`src/rtl/mskand_hpc_sched.sv`:
```
// Round-robin scheduler sharing one pipelined HPC masked AND gadget between NREQ requesters.
// Applies the gadget's skewed input timing (rnd at t, inb at t+2, ina at t+3, out at t+4).
module mskand_hpc_sched #(
  parameter int unsigned d     = 2,
  parameter int unsigned NREQ  = 2,
  parameter int unsigned RND_W = 2,
  parameter int unsigned TAG_W = (NREQ > 1) ? $clog2(NREQ) : 1
) (
  input  logic                 clk,
  input  logic                 rst_n,
  input  logic                 en,
  input  logic [NREQ-1:0]      req_valid,
  output logic [NREQ-1:0]      req_ready,
  input  logic [NREQ*d-1:0]    req_a,
  input  logic [NREQ*d-1:0]    req_b,
  input  logic                 rnd_valid,
  output logic                 rnd_ready,
  input  logic [RND_W-1:0]     rnd_in,
  output logic [RND_W-1:0]     and_rnd,
  output logic [d-1:0]         and_inb,
  output logic [d-1:0]         and_ina,
  input  logic [d-1:0]         and_out,
  output logic                 res_valid,
  output logic [TAG_W-1:0]     res_tag,
  output logic [d-1:0]         res_data,
  output logic [2:0]           inflight,
  output logic                 idle
);

  localparam int unsigned NSTG = 4;

  logic [TAG_W-1:0] r_last;
  logic [TAG_W-1:0] w_gnt;
  logic [TAG_W-1:0] w_cand;
  logic             w_found;
  logic             w_issue;
  logic [d-1:0]     w_a;
  logic [d-1:0]     w_b;

  logic [d-1:0]     r_b1, r_b2;
  logic [d-1:0]     r_a1, r_a2, r_a3;
  logic [NSTG-1:0]  r_v;
  logic [TAG_W-1:0] r_tag [NSTG];
  logic [2:0]       r_inflight;

  // Upward search from the requester after the last grant, with wrap.
  always_comb begin
    w_gnt   = '0;
    w_cand  = '0;
    w_found = 1'b0;
    for (int unsigned i = 1; i <= NREQ; i++) begin
      w_cand = TAG_W'((32'(r_last) + i) % NREQ);
      if (!w_found && req_valid[w_cand]) begin
        w_found = 1'b1;
        w_gnt   = w_cand;
      end
    end
  end

  assign w_issue   = en & rnd_valid & w_found;
  assign req_ready = w_issue ? (NREQ'(1) << w_gnt) : '0;
  assign rnd_ready = w_issue;
  assign and_rnd   = w_issue ? rnd_in : '0;

  // Bubbles capture zero shares so stale operands never reach the gadget.
  assign w_a = w_issue ? req_a[w_gnt*d +: d] : '0;
  assign w_b = w_issue ? req_b[w_gnt*d +: d] : '0;

  always_ff @(posedge clk or negedge rst_n) begin
    if (!rst_n) begin
      r_last <= TAG_W'(NREQ - 1);
      r_b1   <= '0;
      r_b2   <= '0;
      r_a1   <= '0;
      r_a2   <= '0;
      r_a3   <= '0;
      r_v    <= '0;
      for (int unsigned s = 0; s < NSTG; s++) r_tag[s] <= '0;
    end else begin
      if (w_issue) r_last <= w_gnt;
      r_b1     <= w_b;
      r_b2     <= r_b1;
      r_a1     <= w_a;
      r_a2     <= r_a1;
      r_a3     <= r_a2;
      r_v      <= {r_v[NSTG-2:0], w_issue};
      r_tag[0] <= w_issue ? w_gnt : '0;
      for (int unsigned s = 1; s < NSTG; s++) r_tag[s] <= r_tag[s-1];
    end
  end

  // Occupancy: issue adds one, a presented result removes one.
  always_ff @(posedge clk or negedge rst_n) begin
    if (!rst_n) begin
      r_inflight <= '0;
    end else begin
      case ({w_issue, r_v[NSTG-1]})
        2'b10:   r_inflight <= r_inflight + 3'd1;
        2'b01:   r_inflight <= r_inflight - 3'd1;
        default: r_inflight <= r_inflight;
      endcase
    end
  end

  assign and_inb   = r_b2;
  assign and_ina   = r_a3;
  assign res_valid = r_v[NSTG-1];
  assign res_tag   = r_tag[NSTG-1];
  assign res_data  = and_out;
  assign inflight  = r_inflight;
  assign idle      = (r_inflight == 3'd0) & ~w_issue;

endmodule
```
`config.mk`:
```
export PLATFORM = sky130hd
export DESIGN_NAME = mskand_hpc_sched
export DESIGN_NICKNAME = d
export VERILOG_FILES = /design/src/rtl/mskand_hpc_sched.sv
export SDC_FILE = /design/constraint.sdc
export NUM_CORES = 1
export LEC_CHECK = 0
export ABC_AREA = 1
export ABC_CLOCK_PERIOD_IN_PS = 3200
export CAP_MARGIN = 20
export CORE_AREA = 5 5 50 52
export DETAILED_ROUTE_END_ITERATION = 12
export DIE_AREA = 0 0 55 57
export GPL_TIMING_DRIVEN = 0
export PLACE_DENSITY = 0.78
export SYNTH_ARGS = -nofsm -noshare
export SYNTH_HDL_FRONTEND = slang
export SYNTH_SLANG_ARGS = --single-unit
```
`constraint.sdc`:
```
create_clock -name clk -period 3.2 [get_ports clk]
set_input_delay 0.32 -clock clk [delete_from_list [all_inputs] [get_ports clk]]
set_output_delay 0.32 -clock clk [all_outputs]
set_load 0.05 [all_outputs]
```
After elaboration in Yosys (flattened, before gate mapping)

Index checks and enable logic that the tools add are counted.
Widths: inputs -> output; s select.

Bitwise operators: 4
Shifts and indexed selects: 3
$lt $le $gt $ge: 2
$add $sub $neg: 4
Equal/unequal tests: 2
Reductions and logical operators: 4
Muxes and demuxes: 14

Operator list:

| kind                | number |
|---|---|
| $mux 1              | 9 |
| $mux 2              | 4 |
| $shiftx 4x3->2      | 2 |
| $pmux 3 s2          | 1 |
| $lt 1x2->1 const B  | 2 |
| $add 3x1->3 const B | 1 |
| $and 1x1->1         | 3 |
| $logic_not 3->1     | 1 |
| $sub 3x1->3 const B | 1 |
| $add 1x1->1 const B | 2 |
| $eq 2x1->1 const B  | 1 |
| $eq 2x2->1 const B  | 1 |
| $reduce_bool 2->1   | 1 |
| $shl 1x1->2 const A | 1 |
| $logic_and 1x1->1   | 1 |
| $logic_not 1->1     | 1 |
| $not 1->1           | 1 |

Output and inout bits: 17
Register bits: 22
Bits of input ports: 18
Logic and storage cells: 45

Logic depth before layout (Yosys ltp)

Gate-level depths: netlist of run 1.

Depth after elaboration: 10
Mapped depth: 11
Mapped depth without buffers: 11

Worst setup path after synthesis of run 1

Ideal clock, no wire load.

Kind: input-to-output
Start point: in en
End point: out and_rnd[0]
Cell stages on the path: 4
Path slack: 1.338 ns
Buffers on the path: 0
Arrival: 1.542 ns
Data required time: 2.880 ns
Path through: nand2_2 -> nor2_4 -> inv_2 -> nor2_1

Longest elaborated chain between the ends: 3

RTL lines:

| what                      | RTL line | source |
|---|---|---|
| start: declaration        | 11       | `input logic en,` |
| $and 1x1->1 (2 in series) | 60       | `assign w_issue = en & rnd_valid & w_found;` |
| named net rnd_ready       | 17       | `output logic rnd_ready,` |
| $mux 2                    | 63       | `assign and_rnd = w_issue ? rnd_in : '0;` |
| end: declaration          | 19       | `output logic [RND_W-1:0] and_rnd,` |

The timed path passes the listed nets, and every way through them passes these cells.

Worst setup path after layout of run 1

Start point: in en
End point: out and_rnd[1]

Longest elaborated chain between the ends: 3

RTL lines:

| what                      | RTL line |
|---|---|
| $and 1x1->1 (2 in series) | 60 |
| $mux 2                    | 63 |

Every way passes these cells.

==> results.toml, run 1 <==
[run_status]
status = "finished clean"

[final_layout]
utilization_pct = 57.9
diodes = 0
drive_above_1_share_pct = 10.3
final_nets = 128
area_delta_synth_final_pct = 48.8
instances_no_fill = 135

[logic_synthesis]
syn-num-nets = 91
yosysUniqueCellTypes = 15
yosys_warnings = 0
ys_ff_latch = 22
syn_avg_cell_area_um2 = 11.3
syn_area_um2 = 802
synthCells = 71
ys_seq_area_share_pct = 68.8

[placement]
place_congestion = 0.702
dp_hpwl_um = 1200
io_buffer_count = 32
dp_slack_ps = 775
dp.cells = 131

[drt]
ant_nets = 0
wl_um = 1430
wire_per_inst_um = 10.6
dr.pass1.iters = 2
via_count = 573
drc_errors = 0
drt_iter0_drc = 2
viasPerCell = 4.24

[timing]
fin_crit_sh_pct = 75.1
final.min_clock_period_ps = 2400
fmax_mhz = 416
rsz0062_at_grt = "no"
final_critical_path_setup_slack_ps = 798
hold_viol_final = 0
finalSetupViolations = 0
finClkSkew_ps = 5.16
slew_viol_final = 0
worstMarginPinSlew_ps = 886
slew_headroom_pct = 40.8
setup_tns_ps = 0

[floorplan]
die_x_um = 55
coreArea_um2 = 2060
dieArea_um2 = 3140
start_util_pct = 38.9
io_pins = 35
rows = 17
die_y_um = 57

[global_route]
grt_max_degree = 23
grt_pass1_wl_um = 2500
overflow = 0
gr-usage-all-layers_pct = 10.9
antenna_found_initial = 0
grt_pass1_vias = 623

[critical_path]
crit_path_end_kind = "primary output"
arrival_ps = 2080
required_ps = 2880
cp-start-kind = "primary input"
critPathKind = "primary input to primary output"
worstPathMaxFanout = 8

[power_and_ir_drop]
leakage_nw = 0.588
p_per_area_nw_per_um2 = 644
peakVddDrop_v = 0.000371

[flow_run]
maxCapViolations = 0

[clocking]
htree_levels = 1
post_cts_buffers = 0
numClockSinks = 22
clock_latency_ps = 300
clkTransAtPathRegs_ps = 120
cts_tree = "yes"
clock-root-buffer = "clkbuf_4"
hold_buffers = 0
cts_made_buffers = 3
cts_buffer_depth = 2
post_cts_resized = 0

[worst_hold_path]
hp-class = "register to register"
-- Yosys cell counts --
cell     number  area share [%]
dfrtp_1      21              66
nand2_1      17             8.0
inv_1        10             4.7
nand3_1       6             3.7
nor2_1        5             2.3
buf_4         2             1.9
nor2_4        2             2.8
dfstp_2       1             3.3
fa_1          1             2.5
ha_1          1             1.6
inv_2         1            0.47
nand2_2       1            0.78
nand4_1       1            0.78
o21ai_0       1            0.62
xnor2_1       1             1.1
-- path summary, 6_finish.rpt --
kind	startpoint	to	slack (ps)	depth (start not counted)
worst max-delay path	en	and_rnd[1]	800	6
worst min-delay path	r_a1[1]$_DFF_PN0_	r_a2[1]$_DFF_PN0_	360	0
worst max register to register	r_v[3]$_DFF_PN0_	inflight[2]$_DFFE_PN0P_	1800	7
worst min register to register	r_a1[1]$_DFF_PN0_	r_a2[1]$_DFF_PN0_	360	0
max in group asynchronous	rst_n	and_inb[1]$_DFF_PN0_	2150	1
min in group asynchronous	rst_n	r_b1[0]$_DFF_PN0_	510	1
-- placed cells by master (no fill, tap or decap) --
| cell | instances |
|---|---|
| inv_2 | 1 |
| nor2_4 | 2 |
| clkbuf_8 | 1 |
| inv_1 | 10 |
| dfrtp_1 | 21 |
| clkdlybuf4s50_1 | 32 |
| xnor2_1 | 1 |
| nand2_2 | 1 |
| nand3_1 | 6 |
| fa_1 | 1 |
| dfstp_2 | 1 |
| o21ai_0 | 1 |
| buf_4 | 2 |
| clkbuf_4 | 3 |
| nand2_1 | 17 |
| nand4_1 | 1 |
| ha_1 | 1 |
| nor2_1 | 5 |
-- area by class of cell --
| class | count | area (um^2) |
|---|---|---|
| fill | 185 | 870 |
| sequential | 22 | 552 |
| buffer | 2 | 15.0 |
| timing repair buffer | 32 | 320 |
| inverter | 11 | 41.3 |
| clock buffer | 4 | 36.3 |
| tap | 28 | 35.0 |
| multi-input combinational | 36 | 194 |
-- critical path, stage by stage --
cell and delay (ps):
clkdlybuf4s50_1 470, nand2_2 90, nor2_4 200, inv_2 90, nor2_1 100, clkdlybuf4s50_1 810
-- sequential cells by signal (all words and copies together) (netlist names) --
signal	flops
res_tag	1
inflight	3
and_inb	2
r_a1	2
r_last	1
r_tag	3
r_a2	2
and_ina	2
r_v	4
r_b1	2
-- where the power goes --
group | total, mW | internal, mW | leakage (nW) | switching (mW)
Sequential | 0.331 | 0.311 | 0.289 | 0.0194
Combinational | 0.289 | 0.102 | 0.279 | 0.187
Clock | 0.149 | 0.0694 | 0.0210 | 0.0795
-- cell families after synthesis --
logic type / share of synthesized area, %
AO/OA/AOI/OAI: 0.623
XOR/XNOR: 1.09
adder cells (fa/ha/maj): 4.06
buffers and inverters: 7.02
flip-flops: 68.8
AND/OR/NAND/NOR: 18.4
-- stage by stage --
step	hold WS (ps)	power (mW)	instance area (um^2)
after global placement	333	0.617	1160
after global routing	369	0.819	1190
after CTS	364	0.778	1190
final	361	0.769	1190
after detailed placement	338	0.631	1160
after floorplan	24.4	0.518	802
-- routing by layer --
layer,routed length [um],GRT usage [%]
met1,571,13.4
met4,14,6.94
met5,0,0
met2,674,15.9
met3,166,4.18
Power figures use the tool's default switching activity.
==> inputs of run 2 (changes only) <==
- ABC_CLOCK_PERIOD_IN_PS: 3200 -> 2050
- CORE_AREA: 5 5 50 52 -> 5 5 54 56
- DIE_AREA: 0 0 55 57 -> 0 0 59 61
- PLACE_DENSITY: 0.78 -> 0.7
- clock period: 3.2 -> 2.05 ns (I/O delays scaled with it)
==> results.toml, run 2 (synthesized netlist as in run 1, its figures left out) <==
[timing]
final.min_clock_period_ps = 1890
fin_crit_sh_pct = 92.3
slew_headroom_pct = 40.6
fmax_mhz = 529
finalSetupViolations = 0
finClkSkew_ps = 0.975
worstMarginPinSlew_ps = 889
holdWs_ps = 360
slew_viol_final = 0
rsz0062_at_grt = "no"
final_critical_path_setup_slack_ps = 159
hold_viol_final = 0

[clocking]
numClockSinks = 22
cts_buffer_depth = 2
post_cts_buffers = 0
clock-root-buffer = "clkbuf_4"
cts_made_buffers = 3
htree_levels = 1
clkTransAtPathRegs_ps = 120
cts_tree = "yes"
clock_latency_ps = 300

[power_and_ir_drop]
peakVddDrop_v = 0.000564
p_per_area_nw_per_um2 = 1070
leakage_nw = 0.628
finalPower_mw = 1.29

[final_layout]
multiInputGateArea_um2 = 194
drive_above_1_share_pct = 11.2
nFillCells = 244
area_delta_synth_final_pct = 50.2
final_cell_mix = "clkdlybuf4s50_1 (26), dfrtp_1 (21), nand2_1 (17)"
instances_no_fill = 137
largest_reg_flops = 4
regArea_um2 = 552
final_area_um2 = 1200
regMostFlops = "r_v"
diodes = 0
final_nets = 128
final_common_cell = "clkdlybuf4s50_1"

[floorplan]
start_util_pct = 33.6
dieArea_um2 = 3600
die_y_um = 61
coreArea_um2 = 2390
io_pins = 35
rows = 18
die_x_um = 59

[drt]
via_count = 585
dr.pass1.iters = 4
drc_errors = 0
viasPerCell = 4.27
wire_per_inst_um = 11.7
drt_iter0_drc = 7
ant_nets = 0
wl_um = 1600

[global_route]
gr-usage-all-layers_pct = 10.8
grt_pass1_wl_um = 2850
antenna_found_initial = 0
overflow = 0
grt_pass1_vias = 662
grt_max_degree = 23

[placement]
dp.cells = 133
dp_slack_ps = -141
dp_hpwl_um = 1270
post_dp_cell_area_um2 = 1160
place_congestion = 0.716
io_buffer_count = 32

[critical_path]
cp-start-kind = "primary input"
critPathKind = "primary input to primary output"
arrival_ps = 1690
r2r_start = "r_v[3]$_DFF_PN0_"
worstPathMaxFanout = 8
required_ps = 1850
rr_endpoint = "inflight[2]$_DFFE_PN0P_"
r2r_slack_ps = 600
crit_path_end_kind = "primary output"
r2r_cells = 7

[run_status]
status = "finished clean"

[worst_hold_path]
hold_path_startpoint = "r_a1[0]$_DFF_PN0_"
hp-class = "register to register"
hold_path_end = "r_a2[0]$_DFF_PN0_"
whs_path_depth = 0

[flow_run]
maxCapViolations = 0
[run 2: worst max-delay path by stage]
stage | start | to | slack, ps | cells past startpoint
floorplan | inflight[0]$_DFFE_PN0P_ | idle | 370 | 3
global placement | en | and_rnd[1] | -120 | 6
detailed placement | en | req_ready[0] | -140 | 6
CTS | en | rnd_ready | 2 | 4
global route | rnd_valid | and_rnd[0] | 60 | 6
finish | en | and_rnd[0] | 160 | 6
[run 2: cell type report]
type / instances / area share [%]
inverters: 11 / 3.43
clock buffers: 3 / 1.87
plain buffers: 2 / 1.25
multi-input cells: 36 / 16.1
clock inverters: 1 / 2.49
well taps: 30 / 3.12
flip-flops and latches: 22 / 45.8
repair buffers: 32 / 26.0
[run 2: what timing repair did]
action,in CTS,in global routing
resized for setup,5,3
pin swaps,0,0
endpoints found under the setup margin,5,2
cloned,0,0
hold buffers,0,0
[run 2: layer usage]
metal | track usage (%) | part of all wire, % | vias to the layer above
met1 | 12.1 | 38 | 268
li1 | - | - | 283
met5 | 0 | 0 | -
met3 | 4.26 | 9.9 | 2
met4 | 5.83 | 1.1 | 0
met2 | 17.8 | 51 | 32
[run 2: critical path, stage by stage]
cell and delay, ps:
clkdlybuf4s50_1 470, nand2_2 90, nor2_4 210, inv_2 100
nor2_1 90, dlygate4sd2_1 530
[run 2: stage by stage]
step / setup TNS, ps / util, %
floorplan: 0 / -
global placement: -403 / 48.6
detailed placement: -506 / 48.6
CTS: 0 / 50.5
global route: 0 / 50.5
finish: 0 / 50.5
[run 2: power breakdown]
group	leakage [nW]	internal, mW	switching [mW]
clock network	0.0279	0.197	0.124
registers	0.289	0.486	0.0343
logic	0.311	0.150	0.294
total	0.628	0.833	0.452
==> inputs of run 3 (changes only) <==
- CORE_AREA: 5 5 54 56 -> 2 2 51 53
- DIE_AREA: 0 0 59 61 -> 0 0 53 55
==> results.toml, run 3 (synthesized netlist as in run 1, its figures left out) <==
[global_route]
gr-usage-all-layers_pct = 10.8
antenna_found_initial = 0
grt_max_degree = 23
overflow = 0
grt_pass1_vias = 566
grt_pass1_wl_um = 2120

[critical_path]
r2r_slack_ps = 690
arrival_ps = 1680
r2r_cells = 7
path_delay_family = "buffers and inverters"
cp-start-kind = "primary input"
max_stage_delay_ps = 540
required_ps = 1850
crit_buf_inv = 3
rr_endpoint = "inflight[2]$_DFFE_PN0P_"
critPathKind = "primary input to primary output"
crit_chain = "clkdlybuf4s50_1 -> nand2_2 -> nor2_4 -> inv_2 -> nor2_1 -> dlygate4sd2_1"
worstPathMaxFanout = 8
r2r_start = "r_v[3]$_DFF_PN0_"
slowest_stage = "dlygate4sd2_1"
crit_path_end_kind = "primary output"

[floorplan]
io_pins = 35
die_x_um = 53
rows = 18
dieArea_um2 = 2920
die_y_um = 55
start_util_pct = 33.9
coreArea_um2 = 2360

[timing]
finalSetupViolations = 0
final.min_clock_period_ps = 1890
worstMarginPinSlew_ps = 918
slew_headroom_pct = 38.6
final_critical_path_setup_slack_ps = 162
hold_viol_final = 0
fin_crit_sh_pct = 92.1
slew_viol_final = 0
setup_tns_ps = 0
rsz0062_at_grt = "no"
fmax_mhz = 530
finClkSkew_ps = 1.46

[drt]
viasPerCell = 4.19
ant_nets = 0
drt_iter0_drc = 3
via_count = 574
wl_um = 1340
dr.pass1.iters = 4
wire_per_inst_um = 9.78
drc_errors = 0

[final_layout]
nFillCells = 220
final_nets = 128
area_delta_synth_final_pct = 50.2
regMostFlops = "r_v"
regArea_um2 = 552
final_cell_mix = "clkdlybuf4s50_1 (26), dfrtp_1 (21), nand2_1 (17)"
multiInputGateArea_um2 = 194
final_common_cell = "clkdlybuf4s50_1"
largest_reg_flops = 4
diodes = 0
drive_above_1_share_pct = 11.2

[worst_hold_path]
whs_path_depth = 0
hold_path_startpoint = "r_a2[0]$_DFF_PN0_"
hold_path_end = "and_ina[0]$_DFF_PN0_"
hp-class = "register to register"

[clocking]
post_cts_buffers = 0
cts_made_buffers = 3
numClockSinks = 22
cts_buffer_depth = 2
clkTransAtPathRegs_ps = 120
clock-root-buffer = "clkbuf_4"
htree_levels = 1
cts_tree = "yes"
clock_latency_ps = 300

[power_and_ir_drop]
p_per_area_nw_per_um2 = 1060
peakVddDrop_v = 0.000624
leakage_nw = 0.628

[run_status]
status = "finished clean"

[flow_run]
maxCapViolations = 0

[placement]
place_congestion = 0.688
dp_slack_ps = -134
dp_hpwl_um = 1060
io_buffer_count = 32
==> run 3: cell counts in the layout (fill, tap and decap cells not counted) <==
Identical to the previous run, type by type.
==> run 3: routing by layer <==
| layer | up-vias | share of wire (%) | track usage, % |
|---|---|---|---|
| met1 | 253 | 42 | 10.4 |
| li1 | 282 | - | - |
| met3 | 4 | 8.8 | 4.03 |
| met2 | 35 | 46 | 18.3 |
| met4 | 0 | 2.5 | 8.97 |
| met5 | - | 0 | 0 |
==> run 3: repair_timing <==
action | CTS | global route
gates resized for setup | 5 | 3
setup endpoints to repair | 5 | 2
pin swaps | 0 | 0
hold buffers | 0 | 0
==> run 3: worst register-to-register path, delay by kind of cell, from the launching register on <==
| kind | cells | cell delay (ps) |
|---|---|---|
| adder cells (fa/ha/maj) | 2 | 540 |
| buffers and inverters | 1 | 70 |
| flip-flops | 1 | 370 |
| AND/OR/NAND/NOR | 4 | 280 |
==> run 3: power by group <==
group | switching [mW] | internal, mW | leakage, nW
registers | 0.0315 | 0.486 | 0.289
clock network | 0.126 | 0.197 | 0.0279
logic | 0.291 | 0.150 | 0.311
total | 0.448 | 0.833 | 0.628
==> run 3: worst max-delay path by stage <==
stage	start	end	slack, ps	depth (start not counted)
after floorplan	inflight[0]$_DFFE_PN0P_	idle	370	3
after global placement	en	req_ready[0]	-110	6
after detailed placement	en	and_rnd[0]	-130	6
after CTS	en	rnd_ready	30	4
after global routing	en	and_rnd[0]	50	6
final	en	and_rnd[0]	160	6
==> run 3: per-stage QoR <==
stage          hold WS [ps]  cell area [um^2]  util (%)  instances  total power, mW
2_1_floorplan         -90.6               802         -         71            0.809
3_3_place_gp            333              1160      49.0        133            0.963
3_5_place_dp            335              1160      49.0        133            0.979
4_1_cts                 361              1210      51.0        137             1.29
5_1_grt                 368              1200      51.0        137             1.34
6_report                360              1200      51.0        137             1.28
==> run 3: cell type report <==
cell class / instances / share of cell area [%]
inverter: 11 / 3.43
clock inverter: 1 / 2.49
sequential: 22 / 45.8
timing repair buffer: 32 / 26.0
clock buffer: 3 / 1.87
buffer: 2 / 1.25
tap: 30 / 3.12
multi-input combinational: 36 / 16.1
